### config.mk
export PLATFORM = sky130hd
export DESIGN_NAME = platform_field
export DESIGN_NICKNAME = d
export VERILOG_FILES = /design/src/rtl/doodle_pkg.sv /design/src/rtl/lfsr16.sv /design/src/rtl/platform_field.sv
export SDC_FILE = /design/constraint.sdc
export NUM_CORES = 1
export LEC_CHECK = 0
export ABC_AREA = 1
export ABC_CLOCK_PERIOD_IN_PS = 5300
export CORE_ASPECT_RATIO = 1.2
export CORE_UTILIZATION = 44
export CTS_CLUSTER_SIZE = 24
export DETAILED_ROUTE_END_ITERATION = 7
export GPL_ROUTABILITY_DRIVEN = 0
export SLEW_MARGIN = 15
export SYNTH_ARGS = -nofsm -noshare
export SYNTH_HDL_FRONTEND = slang
export SYNTH_SLANG_ARGS = --single-unit
export TNS_END_PERCENT = 1
### constraint.sdc
create_clock -name Clk -period 5.3 [get_ports Clk]
set_input_delay 1.59 -clock Clk [delete_from_list [all_inputs] [get_ports Clk]]
set_output_delay 1.59 -clock Clk [all_outputs]
set_load 0.02 [all_outputs]
### src/rtl/doodle_pkg.sv
// Shared constants, types and reset layout for the doodle platform world.
package doodle_pkg;

   localparam int N_PLAT      = 8;
   localparam int PLAT_IW     = $clog2(N_PLAT);
   localparam int H           = 240;
   localparam int SPACING     = 30;
   localparam int PLAT0_Y     = 210;
   localparam int PLAT_W      = 32;
   localparam int PLAT_H      = 4;
   localparam int DOODLE_W    = 10;
   localparam int DOODLE_H    = 10;
   localparam int X_MIN       = 80;
   localparam int X_MAX       = 239;
   localparam int SCROLL_LINE = 80;
   localparam int SCROLL_MAX  = 15;
   localparam logic [15:0] LFSR_SEED = 16'hACE1;

   typedef struct packed {
      logic [9:0] x;
      logic [9:0] y;
   } plat_t;

   typedef enum logic [1:0] {
      PF_IDLE,
      PF_SAMPLE,
      PF_SWEEP,
      PF_DONE
   } pf_state_e;

   // Power-on layout: evenly pitched column, pseudo-scattered X, plat 0 under the spawn.
   function automatic plat_t plat_init(input int i);
      plat_t p;
      p.y = 10'(PLAT0_Y - SPACING * i);
      p.x = 10'(X_MIN + ((37 * i + 64) % 128));
      return p;
   endfunction

endpackage

### src/rtl/lfsr16.sv
// 16-bit Fibonacci LFSR, taps x^16+x^14+x^13+x^11+1, advances only when stepped.
module lfsr16 #(
   parameter logic [15:0] SEED = 16'hACE1
) (
   input  logic        clk_i,
   input  logic        rst_ni,
   input  logic        step_i,
   output logic [15:0] state_o
);

   logic [15:0] state_q;
   logic [15:0] state_d;

   always_comb begin
      state_d = state_q;
      if (step_i) state_d = {state_q[14:0], state_q[15] ^ state_q[13] ^ state_q[12] ^ state_q[10]};
   end

   // State register, reloads the nonzero seed on reset.
   always_ff @(posedge clk_i) begin
      if (!rst_ni) state_q <= SEED;
      else         state_q <= state_d;
   end

   assign state_o = state_q;

endmodule

### src/rtl/platform_field.sv
// Platform world: per-frame scroll, landing detection, wrap/respawn, score and game-over.
module platform_field
   import doodle_pkg::*;
(
   input  logic               Clk,
   input  logic               Reset_n,
   input  logic [1:0]         frame_clk_edge,
   input  logic [9:0]         Doodle_X_in,
   input  logic [9:0]         Doodle_Y_in,
   input  logic               Doodle_falling,
   input  logic [PLAT_IW-1:0] Plat_rd_idx,
   output logic [9:0]         Plat_X_out,
   output logic [9:0]         Plat_Y_out,
   output logic [3:0]         Scroll_amt,
   output logic               Bounce,
   output logic [15:0]        Score,
   output logic               Game_over,
   output logic               Busy
);

   // All geometry compares run at 11 bits so sums never wrap.
   localparam logic [10:0] H11   = 11'(H);
   localparam logic [10:0] SL11  = 11'(SCROLL_LINE);
   localparam logic [10:0] SMX11 = 11'(SCROLL_MAX);
   localparam logic [10:0] DH11  = 11'(DOODLE_H);
   localparam logic [10:0] DW11  = 11'(DOODLE_W);
   localparam logic [10:0] PH11  = 11'(PLAT_H);
   localparam logic [10:0] PW11  = 11'(PLAT_W);
   localparam logic [PLAT_IW-1:0] LAST_IDX = PLAT_IW'(N_PLAT - 1);

   pf_state_e          state_q;
   plat_t              plat_q [N_PLAT];
   logic [PLAT_IW-1:0] idx_q;
   logic [9:0]         dx_q, dy_q;
   logic               dfall_q;
   logic [3:0]         s_q;
   logic               hit_q;
   logic [3:0]         scroll_q;
   logic               bounce_q;
   logic [15:0]        score_q;
   logic               go_q;

   logic [15:0] lfsr_state;
   logic        lfsr_step;
   logic        lfsr_unused;

   // Sample-stage signals from the live doodle inputs.
   logic [10:0] yin11, diff;
   logic        fell_out;
   logic [3:0]  s_new;

   // Sweep-stage signals for the platform under idx_q.
   plat_t       cur, plat_nxt;
   logic [10:0] dbot, drgt, dlft, ptop, pbot, plft, prgt, ny;
   logic        hit_i, wrap;
   logic [16:0] score_sum;
   logic [15:0] score_nxt;

   lfsr16 #(.SEED(LFSR_SEED)) u_lfsr (
      .clk_i   (Clk),
      .rst_ni  (Reset_n),
      .step_i  (lfsr_step),
      .state_o (lfsr_state)
   );

   assign lfsr_unused = ^lfsr_state[15:7];

   // Fall-out test and clamped scroll amount for the frame being started.
   always_comb begin
      yin11    = {1'b0, Doodle_Y_in};
      fell_out = (yin11 + DH11) > (H11 - 11'd2);
      diff     = SL11 - yin11;
      s_new    = 4'd0;
      if (yin11 < SL11) s_new = (diff > SMX11) ? 4'(SCROLL_MAX) : 4'(diff);
   end

   // Landing and scroll/wrap of the current platform, using its pre-scroll Y.
   always_comb begin
      cur   = plat_q[idx_q];
      dbot  = {1'b0, dy_q} + DH11;
      dlft  = {1'b0, dx_q};
      drgt  = dlft + DW11;
      ptop  = {1'b0, cur.y};
      pbot  = ptop + PH11;
      plft  = {1'b0, cur.x};
      prgt  = plft + PW11;
      hit_i = dfall_q & (dbot >= ptop) & (dbot < pbot) & (drgt > plft) & (dlft < prgt);
      ny    = ptop + {7'd0, s_q};
      wrap  = (ny >= H11);
      plat_nxt = cur;
      if (wrap) begin
         // Subtracting H keeps the 30 px pitch; 7 LFSR bits exactly span the legal X range.
         plat_nxt.y = 10'(ny - H11);
         plat_nxt.x = 10'(X_MIN) + {3'd0, lfsr_state[6:0]};
      end else begin
         plat_nxt.y = 10'(ny);
      end
   end

   assign lfsr_step = (state_q == PF_SWEEP) && wrap;

   // Saturating score accumulation.
   always_comb begin
      score_sum = {1'b0, score_q} + {13'd0, s_q};
      score_nxt = score_sum[16] ? 16'hFFFF : score_sum[15:0];
   end

   // Frame FSM: sample doodle, sweep one platform per cycle, then publish results.
   always_ff @(posedge Clk) begin
      if (!Reset_n) begin
         state_q  <= PF_IDLE;
         idx_q    <= '0;
         dx_q     <= '0;
         dy_q     <= '0;
         dfall_q  <= 1'b0;
         s_q      <= '0;
         hit_q    <= 1'b0;
         scroll_q <= '0;
         bounce_q <= 1'b0;
         score_q  <= '0;
         go_q     <= 1'b0;
         for (int i = 0; i < N_PLAT; i++) plat_q[i] <= plat_init(i);
      end else begin
         bounce_q <= 1'b0;
         case (state_q)
            PF_IDLE: begin
               if (frame_clk_edge == 2'b01 && !go_q) state_q <= PF_SAMPLE;
            end
            PF_SAMPLE: begin
               if (fell_out) begin
                  go_q    <= 1'b1;
                  state_q <= PF_IDLE;
               end else begin
                  dx_q    <= Doodle_X_in;
                  dy_q    <= Doodle_Y_in;
                  dfall_q <= Doodle_falling;
                  s_q     <= s_new;
                  hit_q   <= 1'b0;
                  idx_q   <= '0;
                  state_q <= PF_SWEEP;
               end
            end
            PF_SWEEP: begin
               hit_q         <= hit_q | hit_i;
               plat_q[idx_q] <= plat_nxt;
               if (idx_q == LAST_IDX) state_q <= PF_DONE;
               else                   idx_q   <= idx_q + 1'b1;
            end
            PF_DONE: begin
               scroll_q <= s_q;
               bounce_q <= hit_q;
               score_q  <= score_nxt;
               state_q  <= PF_IDLE;
            end
            default: state_q <= PF_IDLE;
         endcase
      end
   end

   assign Plat_X_out = plat_q[Plat_rd_idx].x;
   assign Plat_Y_out = plat_q[Plat_rd_idx].y;
   assign Scroll_amt = scroll_q;
   assign Bounce     = bounce_q;
   assign Score      = score_q;
   assign Game_over  = go_q;
   assign Busy       = (state_q != PF_IDLE);

endmodule

# == Word-level counts from Yosys, hierarchy flattened ==
# Memory sizes are Yosys's and may differ from the RTL's. A register that Yosys moved wholly into a read port is not among the register bits.
# Index checks and enable logic that the tools add are counted.
# word_totals
memories,1
ramBits,160
ff_bits,69
word_cells,86
out_inout_bits,43
inputBits,28
# mem_list
memory,words,width,rd,rd_ports_with_merged_regs,wr,line_no,source
plat_q,8,20,2,1,8,platform_field.sv:32,plat_t plat_q [N_PLAT];
# op_classes
n_mux,23
bitwise_logic,9
eq_ne,9
order_cmp,8
n_reduce_logical,13
addsub,11
# ops
cell,n
$add 10x4->11 const B,3
$mux 10,2
$mux 20,1
$reduce_or 20->1,1
$add 16x4->17,1
$mux 16,1
$mux 3,5
$add 10x3->11 const B,1
$add 10x4->11,1
$add 10x6->11 const B,1
$ge 11x10->1,1
$ge 11x8->1 const B,1
$gt 11x10->1,1
$gt 11x4->1 const B,1
$gt 11x8->1 const B,1
$lt 10x11->1,1
$lt 11x11->1,1
$sub 7x10->11 const A,1
$lt 10x7->1 const B,1
$reduce_and 2->1,5
$sub 10x8->10 const B,1
$add 7x7->8 const A,1
$mux 4,2
$pmux 2 s4,1
19 further kinds,37

# == Longest topological paths before layout ==
# Gate-level depths: netlist of the first run.
# depth
depth_word,8
mapped_depth,30
depth_no_buf,24

# == Cells and area by module ==
# A second synthesis of the first run with hierarchy kept.
# unflattened
cells_unflattened,1743
area_unflattened_um2,13698.1
# modules_own_cells
module,cells_per_inst,area_each_um2,instances,seq_area_each_um2
platform_field,1661,13071.3,1,5925.7
lfsr16,82,626.9,1,320.3

# == Worst setup path after synthesis of the first run ==
# No wires, ideal clock.
# synth_timing
path_type,input to output
startpoint,input port Plat_rd_idx[0]
endpoint,output port Plat_X_out[0]
slack_ps,817
arrival_ps,2893
cell_stages,5
required_time_ps,3710
n_path_buf,3
cell_sequence,clkbuf_1 > clkbuf_1 > clkbuf_1 > o211ai_1 > a31oi_1
# synth_between
elab_chain_len,1
# synth_rtl
element,line_no,source
start: declaration,platform_field.sv:11,"input logic [PLAT_IW-1:0] Plat_rd_idx,"
$mem_v2 8x20,n/a,
end: declaration,platform_field.sv:12,"output logic [9:0] Plat_X_out,"
# No other way between the ends.

# == Worst setup path in the final report of the first run ==
# layout_timing
startpoint,input port Plat_rd_idx[0]
endpoint,output port Plat_Y_out[0]
# layout_between
elab_chain_len,1
# layout_rtl
element,line_no,source
$mem_v2 8x20,n/a,
end: declaration,platform_field.sv:13,"output logic [9:0] Plat_Y_out,"
# No other way between the ends.

==> results of run 1 <==
[worst max-delay path by stage]
stage                         startpoint                           to  slack, ns
after floorplan           Plat_rd_idx[0]                Plat_X_out[0]       0.82
after global placement    Plat_rd_idx[1]                Plat_Y_out[0]       0.03
after detailed placement  Plat_rd_idx[1]                Plat_Y_out[0]       0.03
after CTS                 Plat_rd_idx[1]                Plat_Y_out[0]       0.02
after global routing            register  plat_q[5][17]$_SDFFCE_PN1P_       0.01
final                     Plat_rd_idx[0]                Plat_Y_out[0]       0.22
[state kept, by name, summed over array words and instances, names as in the netlist, named ones only]
signal	flops
Bounce	1
Game_over	1
Score	16
Scroll_amt	4
dfall_q	1
dx_q	10
dy_q	10
hit_q	1
idx_q	3
plat_q	160
s_q	4
state_q	1
u_lfsr.state_o	16
[logic make-up after synthesis]
| kind of cell | after synthesis |
|---|---|
| compound gates | 457 |
| simple gates | 661 |
| xor+xnor | 40 |
| buf+inv | 299 |
| flops | 232 |
| fa+ha+maj | 61 |
[layout by cell type (no fill, tap or decap), types with 3 or more instances in the layout]
| cell type | count |
|---|---|
| a211oi_1 | 4 |
| a21oi_1 | 152 |
| a221oi_1 | 5 |
| a31oi_1 | 25 |
| buf_12 | 7 |
| buf_4 | 36 |
| bufinv_16 | 3 |
| clkbuf_1 | 4 |
| clkbuf_16 | 27 |
| clkdlybuf4s50_1 | 67 |
| clkinv_1 | 11 |
| clkinv_2 | 4 |
| dfxtp_1 | 70 |
| edfxtp_1 | 160 |
| ha_1 | 59 |
| inv_1 | 199 |
| inv_2 | 8 |
| nand2_1 | 283 |
| nand2_2 | 12 |
| nand2_4 | 3 |
| nand3_1 | 90 |
| nand3_2 | 4 |
| nand3b_1 | 3 |
| nand4_1 | 12 |
| nor2_1 | 211 |
| nor2_2 | 21 |
| nor3_1 | 12 |
| o211ai_1 | 18 |
| o21ai_0 | 224 |
| o21ai_1 | 13 |
| o21ai_4 | 8 |
| o21bai_1 | 3 |
| or2_2 | 4 |
| xnor2_1 | 12 |
| xor2_1 | 28 |
[final cells by class]
cell class              instances  area [um^2]
clock buffers                  31        690.7
clock inverters                16        156.4
fillers                      3022        15270
inverters                     214        810.8
multi-input cells            1219         6481
flip-flops and latches        232         6251
well taps                     401        501.7
repair buffers                113         1104
[through the flow]
stage               instances  hold WS [ns]  setup WS, ns  area (um^2)
floorplan                1750        0.4289        0.8169        13940
global placement         2179        0.4407       0.02905        15150
detailed placement       2179        0.4510       0.02743        15150
CTS                      2226        0.4663       0.02181        15990
global route             2226        0.5044       0.01380        16000
finish                   2226        0.4634        0.2231        16000
[critical path, delay by kind of cell]
family                 cells  cell delay (ns)
AOI/OAI and AO/OA          3             0.45
buffers and inverters      5             1.36
and+or+nand+nor            1             0.06
[power by group]
part	switching, uW	total, uW	internal [uW]
sequential	31.7	2010	1970
clock	744	1810	1070
combinational	589	861	272
total	1360	4680	3320
[routing by layer]
metal  track usage [%]  share of wire [%]  vias up
met5                 0                  0        -
met4             10.60                4.1        0
met3             3.283                7.1       97
met2             44.51                 48      438
met1             32.19                 40     5610
li1                  -                  -     5988
==> flow_summary.yaml, run 1 <==
yosys:
  seq_area_frac_synth_pct: 44.80
  syn_nets: 1839
  synthAdderAreaFrac_pct: 5.582
  synthCells: 1750
  yosys.area.top_type: "edfxtp_1"
  synth.most_common_cell: "nand2_1"
  synthTopCellsByCount: "nand2_1 (283), o21ai_0 (224), nor2_1 (211)"
  synth_mux_area_share_pct: 0
  yosysTopAreaCellShare_pct: 34.46
  synth-edff-count: 160
  synth_cell_types: 46
  synth_top_family_by_area: "simple AND/OR/NAND/NOR gates"
  yosys.area_share.simple_pct: 20.40
  synth_xor_area_share_pct: 2.513
  synth_seq_cells: 232
  synth_warnings: 0
  synth_ff_type: "edfxtp_1"
  postSynth.asyncResetShare_pct: 0
  synth_compound_area_share_pct: 17.99
  synthTopCellsByArea: "edfxtp_1 (34%), dfxtp_1 (10%), o21ai_0 (8.0%), nand2_1 (7.6%), nor2_1 (5.7%)"
  syn_area_um2: 13940
  synth_area_per_cell_um2: 7.966
power:
  power_leakage_uw: 0.006376
  p_per_area_nw_per_um2: 292.6
  vdd_ir_drop_max_mv: 0.2902
  totalPowerFinal_uw: 4681
cts:
  clkLatencyLatePin_ns: 0.54
  postCtsHoldBufs: 0
  clkTransAtPathRegs_ns: 0.06
  cts_tree: "yes"
  cts_setup_buffers: 0
  cts-htree-levels: 1
  clockRootBuffer: "clkbuf_16"
  cts.path.max_buffers: 3
  cts-resized-gates: 0
  clock_sinks: 232
  cts_buffers: 26
cells_and_area:
  utilization_pct: 51.15
  final_nets: 1895
  layout-drive-gt1-share_pct: 8.329
  syn2layout_area_growth_pct: 14.74
  diodes: 0
grt:
  antenna_found_initial: 0
  grt_pass1_vias: 11820
  grt_pass1_wl_mm: 63.62
  grt_max_degree: 60
  grtUsageTotal_pct: 25.74
  grt_overflow: 0
setup_path:
  worstReg2RegEnd: "plat_q[1][17]$_SDFFCE_PN1P_"
  end_kind: "output pin"
  path_class: "in2out"
  worstPathCellList: "buf_2 -> inv_2 -> buf_12 -> nor2_1 -> o21ai_0 -> a21oi_1 -> a31oi_1 -> buf_4 -> clkdlybuf4s50_1"
  cp.required_ns: 3.71
  cp.arrival_ns: 3.49
  slowest_delay_ns: 0.60
  crit_fanout: 36
  rrSetupSlack_ns: 0.43
  critPathSlowestCell: "clkdlybuf4s50_1"
  start_kind: "input pin"
  rr_worst_depth: 23
worst_hold_path:
  hp-class: "reg2reg"
  holdPathStages: 2
  holdCritStartpoint: "u_lfsr.state_o[7]$_SDFFE_PN1P_"
  whs_endpoint: "u_lfsr.state_o[7]$_SDFFE_PN1P_"
sta:
  setup_viol: 0
  fin_crit_sh_pct: 95.79
  finClkSkew_ns: 0.009848
  max_freq_mhz: 197.0
  rsz0062_at_grt: "no"
  tns_ns: 0
  drv_slew: 0
  hold_viol: 0
  worst_pin_slew_ns: 0.9161
  fin_crit_ns: 5.077
  relSlewSlack_pct: 38.86
placed_design:
  dpl.hpwl_mm: 27.34
  port_buffers: 70
drt:
  firstDrtPassIters: 6
  ant_nets: 0
  routed_wl_mm: 40.91
  drt-initial-drc-count: 1018
  drc: 0
  vias: 12130
  wl_per_cell_um: 18.38
  viasPerCell: 5.451
floorplanning:
  initial_utilization_pct: 44.58
  io_pins: 71
  die_x_um: 164.5
  rows: 71
  die-area_um2: 32400
  fp.dieH_um: 197.0
  fp.coreArea_um2: 31270
run:
  maxCapViolCount: 0
run_status:
  status: "finished, final reports clean"
Note: power is estimated with default switching activity, not from simulation.
==> inputs of run 2 (changes only) <==
--- a/config.mk
+++ b/config.mk
@@ -8,7 +8,7 @@
 export ABC_AREA = 1
 export ABC_CLOCK_PERIOD_IN_PS = 5300
 export CORE_ASPECT_RATIO = 1.2
-export CORE_UTILIZATION = 44
+export CORE_UTILIZATION = 30
 export CTS_CLUSTER_SIZE = 24
 export DETAILED_ROUTE_END_ITERATION = 7
 export GPL_ROUTABILITY_DRIVEN = 0
==> flow_summary.yaml, run 2 (synthesized netlist as in run 1, its figures left out) <==
run_status:
  status: "finished, final reports clean"
drt:
  ant_nets: 0
  drt-initial-drc-count: 1103
  drc: 0
  firstDrtPassIters: 5
  routed_wl_mm: 43.15
  viasPerCell: 5.113
  wl_per_cell_um: 17.63
  vias: 12510
power:
  p_clk_share_pct: 38.0
  totalPowerFinal_uw: 4670
  vdd_ir_drop_max_mv: 0.2518
  intPower_uw: 3271
  p_sw_share_pct: 29.95
  combPwrFrac_pct: 19.0
  switchingPower_uw: 1398
  power_leakage_uw: 0.006394
  p_per_area_nw_per_um2: 287.1
  p_seq_share_pct: 43.0
sta:
  fin_crit_ns: 5.216
  drv_slew: 0
  fin_crit_sh_pct: 98.42
  relSlewSlack_pct: 32.08
  max_freq_mhz: 191.7
  rsz0062_at_grt: "no"
  hold_viol: 0
  worst_pin_slew_ns: 1.008
  finClkSkew_ns: 0.009430
  setup_viol: 0
cells_and_area:
  largest_register_ffs: 160
  layout_commonest_cell: "nand2_1"
  top_register: "plat_q"
  syn2layout_area_growth_pct: 16.68
  final_nets: 1901
  mostFrequentLayoutCells: "nand2_1 (283), o21ai_0 (224), nor2_1 (211), inv_1 (199), edfxtp_1 (160)"
  layout-drive-gt1-share_pct: 8.520
  diodes: 0
  instances_no_fill: 2447
floorplanning:
  die_x_um: 198.8
  fp.coreArea_um2: 45840
  initial_utilization_pct: 30.41
  fp.dieH_um: 238.1
  rows: 86
  io_pins: 71
  die-area_um2: 47340
cts:
  cts.path.max_buffers: 3
  clockRootBuffer: "clkbuf_16"
  cts_buffers: 25
  clkTransAtPathRegs_ns: 0.06
  clkLatencyLatePin_ns: 0.56
  clock_sinks: 232
  cts_tree: "yes"
  cts-htree-levels: 1
run:
  maxCapViolCount: 0
setup_path:
  cpMostUsedCell: "clkdlybuf4s50_1"
  critPathSlowestCell: "clkdlybuf4s50_1"
  start_kind: "input pin"
  rrSetupSlack_ns: 0.39
  worstPathCellList: "clkdlybuf4s50_1 -> inv_1 -> buf_12 -> a21oi_1 -> o21ai_0 -> a31oi_1 -> buf_4 -> clkdlybuf4s50_1"
  path_class: "in2out"
  cp.arrival_ns: 3.63
  end_kind: "output pin"
  cp.required_ns: 3.71
  slowest_delay_ns: 0.61
  crit_fanout: 37
placed_design:
  placed_cells: 2401
  dpl.hpwl_mm: 28.88
  port_buffers: 70
worst_hold_path:
  hp-class: "reg2reg"
grt:
  grt_max_degree: 90
  grt_pass1_wl_mm: 67.09
  grt_overflow: 0
  grt_pass1_vias: 11960
  grtUsageTotal_pct: 18.29
  antenna_found_initial: 0
[run 2: cell types whose count changed in the layout (fill, tap and decap cells not counted), moves of 2 or more]
cell,change
clkinvlp_4,-2
clkbuf_1,+4
clkbuf_16,-2
clkdlybuf4s50_1,-3
clkinv_2,-2
buf_4,+9
[run 2: path summary, 6_finish.rpt]
check / to / cells past startpoint / start
max: Plat_Y_out[5] / 8 / Plat_rd_idx[1]
min: u_lfsr.state_o[0]$_SDFFE_PN1P_ / 2 / u_lfsr.state_o[0]$_SDFFE_PN1P_
max reg2reg: plat_q[0][17]$_SDFFCE_PN1P_ / 18 / register
min reg2reg: u_lfsr.state_o[0]$_SDFFE_PN1P_ / 2 / u_lfsr.state_o[0]$_SDFFE_PN1P_
[run 2: worst max-delay path: cells and delay by family]
family	cells	cell delay (ns)
compound gates	3	0.43
buf+inv	5	1.61
[run 2: metal layers]
| layer | vias to the layer above | wire [um] | track usage, % | share of wire (%) |
|---|---|---|---|---|
| met3 | 60 | 3595 | 2.304 | 8.3 |
| met5 | - | 0 | 0 | 0 |
| met1 | 5895 | 18160 | 24.18 | 42 |
| li1 | 5988 | - | - | - |
| met4 | 0 | 984 | 5.571 | 2.3 |
| met2 | 568 | 20410 | 30.89 | 47 |
[run 2: cell type report]
class                      instances  area, um^2
sequential                       232        6251
timing repair buffer             120        1142
multi-input combinational       1219        6487
clock inverter                    13       147.6
inverter                         214       810.8
fill                            4778       29570
clock buffer                      33       655.6
tap                              616       770.7
[run 2: power by group through the flow]
stage | Sequential (uW) | Clock [uW] | Combinational, uW
after floorplan | 2030 | 0 | 589
after global placement | 2040 | 0 | 860
after detailed placement | 2040 | 0 | 879
after CTS | 2010 | 1800 | 884
after global routing | 2010 | 1870 | 976
final | 2010 | 1770 | 889
[run 2: what timing repair did]
action,4_1_cts,5_1_grt
cloned,0,0
setup buffers,0,0
gates resized for setup,2,3
endpoints found under the hold margin,0,0
setup endpoints to repair,1,3
hold buffers,0,0
pin swaps,1,0
[run 2: per-stage QoR]
stage	util (%)	setup WS [ns]	TNS, ns	cell area, um^2	hold slack [ns]
6_report	35.48	0.08393	0	16270	0.4545
5_1_grt	35.48	0.001123	0	16270	0.5008
4_1_cts	35.48	0.05777	0	16260	0.4608
3_5_place_dp	33.72	-0.08540	-0.08540	15450	0.4454
3_3_place_gp	33.72	-0.1145	-0.1145	15450	0.4397
2_1_floorplan	-	0.8169	0	13940	0.4289
==> inputs of run 3 (changes only) <==
--- a/config.mk
+++ b/config.mk
@@ -12,6 +12,7 @@
 export CTS_CLUSTER_SIZE = 24
 export DETAILED_ROUTE_END_ITERATION = 7
 export GPL_ROUTABILITY_DRIVEN = 0
+export REMOVE_ABC_BUFFERS = 1
 export SLEW_MARGIN = 15
 export SYNTH_ARGS = -nofsm -noshare
 export SYNTH_HDL_FRONTEND = slang
==> flow_summary.yaml, run 3 (synthesized netlist as in run 1, its figures left out) <==
power:
  p_per_area_nw_per_um2: 289.8
  totalPowerFinal_uw: 4718
  vdd_ir_drop_max_mv: 0.2280
  power_leakage_uw: 0.006401
drt:
  routed_wl_mm: 41.30
  wl_per_cell_um: 16.91
  ant_nets: 0
  drc: 0
  drt-initial-drc-count: 1008
  firstDrtPassIters: 5
  viasPerCell: 4.993
  vias: 12190
grt:
  use_met1_pct: 21.96
  grt_max_degree: 64
  grt_overflow: 0
  grt_pass1_wl_mm: 63.91
  gr-usage-met3_pct: 2.205
  grt_pass1_vias: 11720
  globalRouteMet2Util_pct: 29.94
  grt_busiest_layer: "met2"
  grtUsageTotal_pct: 17.30
  antenna_found_initial: 1
cells_and_area:
  layout_commonest_cell: "nand2_1"
  utilization_pct: 35.51
  mostFrequentLayoutCells: "nand2_1 (283), o21ai_0 (224), nor2_1 (211), inv_1 (199), edfxtp_1 (160)"
  layout-drive-gt1-share_pct: 8.817
  final_area_um2: 16280
  final_nets: 1897
  syn2layout_area_growth_pct: 16.77
  largest_register_ffs: 160
  fillers: 4809
  diodes: 0
  top_register: "plat_q"
sta:
  fin_crit_sh_pct: 99.30
  drv_slew: 0
  hold_viol: 0
  worst_pin_slew_ns: 1.066
  relSlewSlack_pct: 28.73
  setup_viol: 0
  fin_crit_ns: 5.263
  max_freq_mhz: 190.0
  rsz0062_at_grt: "no"
  finClkSkew_ns: 0.02202
setup_path:
  path_class: "in2out"
  cp.required_ns: 3.71
  start_kind: "input pin"
  crit_fanout: 33
  rrSetupSlack_ns: 0.39
  end_kind: "output pin"
  cp.arrival_ns: 3.67
floorplanning:
  initial_utilization_pct: 30.41
  fp.coreArea_um2: 45840
  rows: 86
  fp.dieH_um: 238.1
  die_x_um: 198.8
  die-area_um2: 47340
  io_pins: 71
cts:
  clock_sinks: 232
  postCtsHoldBufs: 0
  clkLatencyLatePin_ns: 0.56
  clockRootBuffer: "clkbuf_16"
  cts.path.max_buffers: 3
  cts_tree: "yes"
  clkTransAtPathRegs_ns: 0.06
  cts-htree-levels: 1
  cts_buffers: 26
  cts_setup_buffers: 0
run:
  maxCapViolCount: 0
placed_design:
  placed_cell_area_um2: 15400
  dpl.hpwl_mm: 28.13
  port_buffers: 70
worst_hold_path:
  hp-class: "reg2reg"
run_status:
  status: "finished, final reports clean"
==> run 3: cell types whose count changed in the layout (fill, tap and decap cells not counted), moves of 2 or more <==
cell,before,now
clkinv_2,2,5
buf_4,45,42
clkbuf_16,25,27
clkinv_1,11,9
clkbuf_1,8,3
clkbuf_2,0,2
==> run 3: worst paths after layout <==
path / end / start / depth (start not counted)
worst max-delay path: Plat_X_out[6] / Plat_rd_idx[1] / 7
worst min-delay path: dx_q[0]$_SDFFE_PN0P_ / dx_q[0]$_SDFFE_PN0P_ / 2
worst max register to register: plat_q[3][16]$_SDFFCE_PN1P_ / register / 25
worst min register to register: dx_q[0]$_SDFFE_PN0P_ / dx_q[0]$_SDFFE_PN0P_ / 2
==> run 3: per-stage QoR <==
stage	setup WS (ns)	instances	hold slack (ns)	setup TNS [ns]
after floorplan	-0.8402	1665	0.4289	-92.47
after CTS	0.05301	2442	0.4644	0
final	0.03690	2442	0.4601	0
after global placement	-0.02174	2396	0.4394	-0.02174
after detailed placement	-0.02642	2396	0.4490	-0.02642
after global routing	0.0002442	2442	0.4938	0
==> run 3: repair_timing <==
| item | in CTS | in global routing |
|---|---|---|
| cloned | 0 | 0 |
| resized for setup | 2 | 2 |
| setup endpoints to repair | 2 | 2 |
==> run 3: worst max-delay path, stage by stage <==
cell             delay (ns)
clkdlybuf4s50_1        0.54
buf_12                 0.23
o21ai_0                0.12
o21ai_0                0.15
a21oi_1                0.06
a31oi_1                0.29
clkdlybuf4s50_1        0.68
==> run 3: power breakdown <==
part | internal (uW) | switching, uW
sequential | 1970 | 29.1
clock | 1090 | 753
combinational | 273 | 598
==> run 3: layout make-up <==
cell class | count | area (um^2) | area share, %
flip-flops and latches | 232 | 6251 | 38.40
repair buffers | 115 | 1091 | 6.702
well taps | 616 | 770.7 | 4.734
clock inverters | 13 | 146.4 | 0.8992
multi-input cells | 1219 | 6499 | 39.92
inverters | 214 | 810.8 | 4.980
clock buffers | 33 | 710.7 | 4.366
==> run 3: routing by layer <==
metal,part of all wire [%],vias to the layer above
li1,-,5980
met4,3.0,2
met5,0.027,-
met3,6.5,72
met1,42,5746
met2,48,393
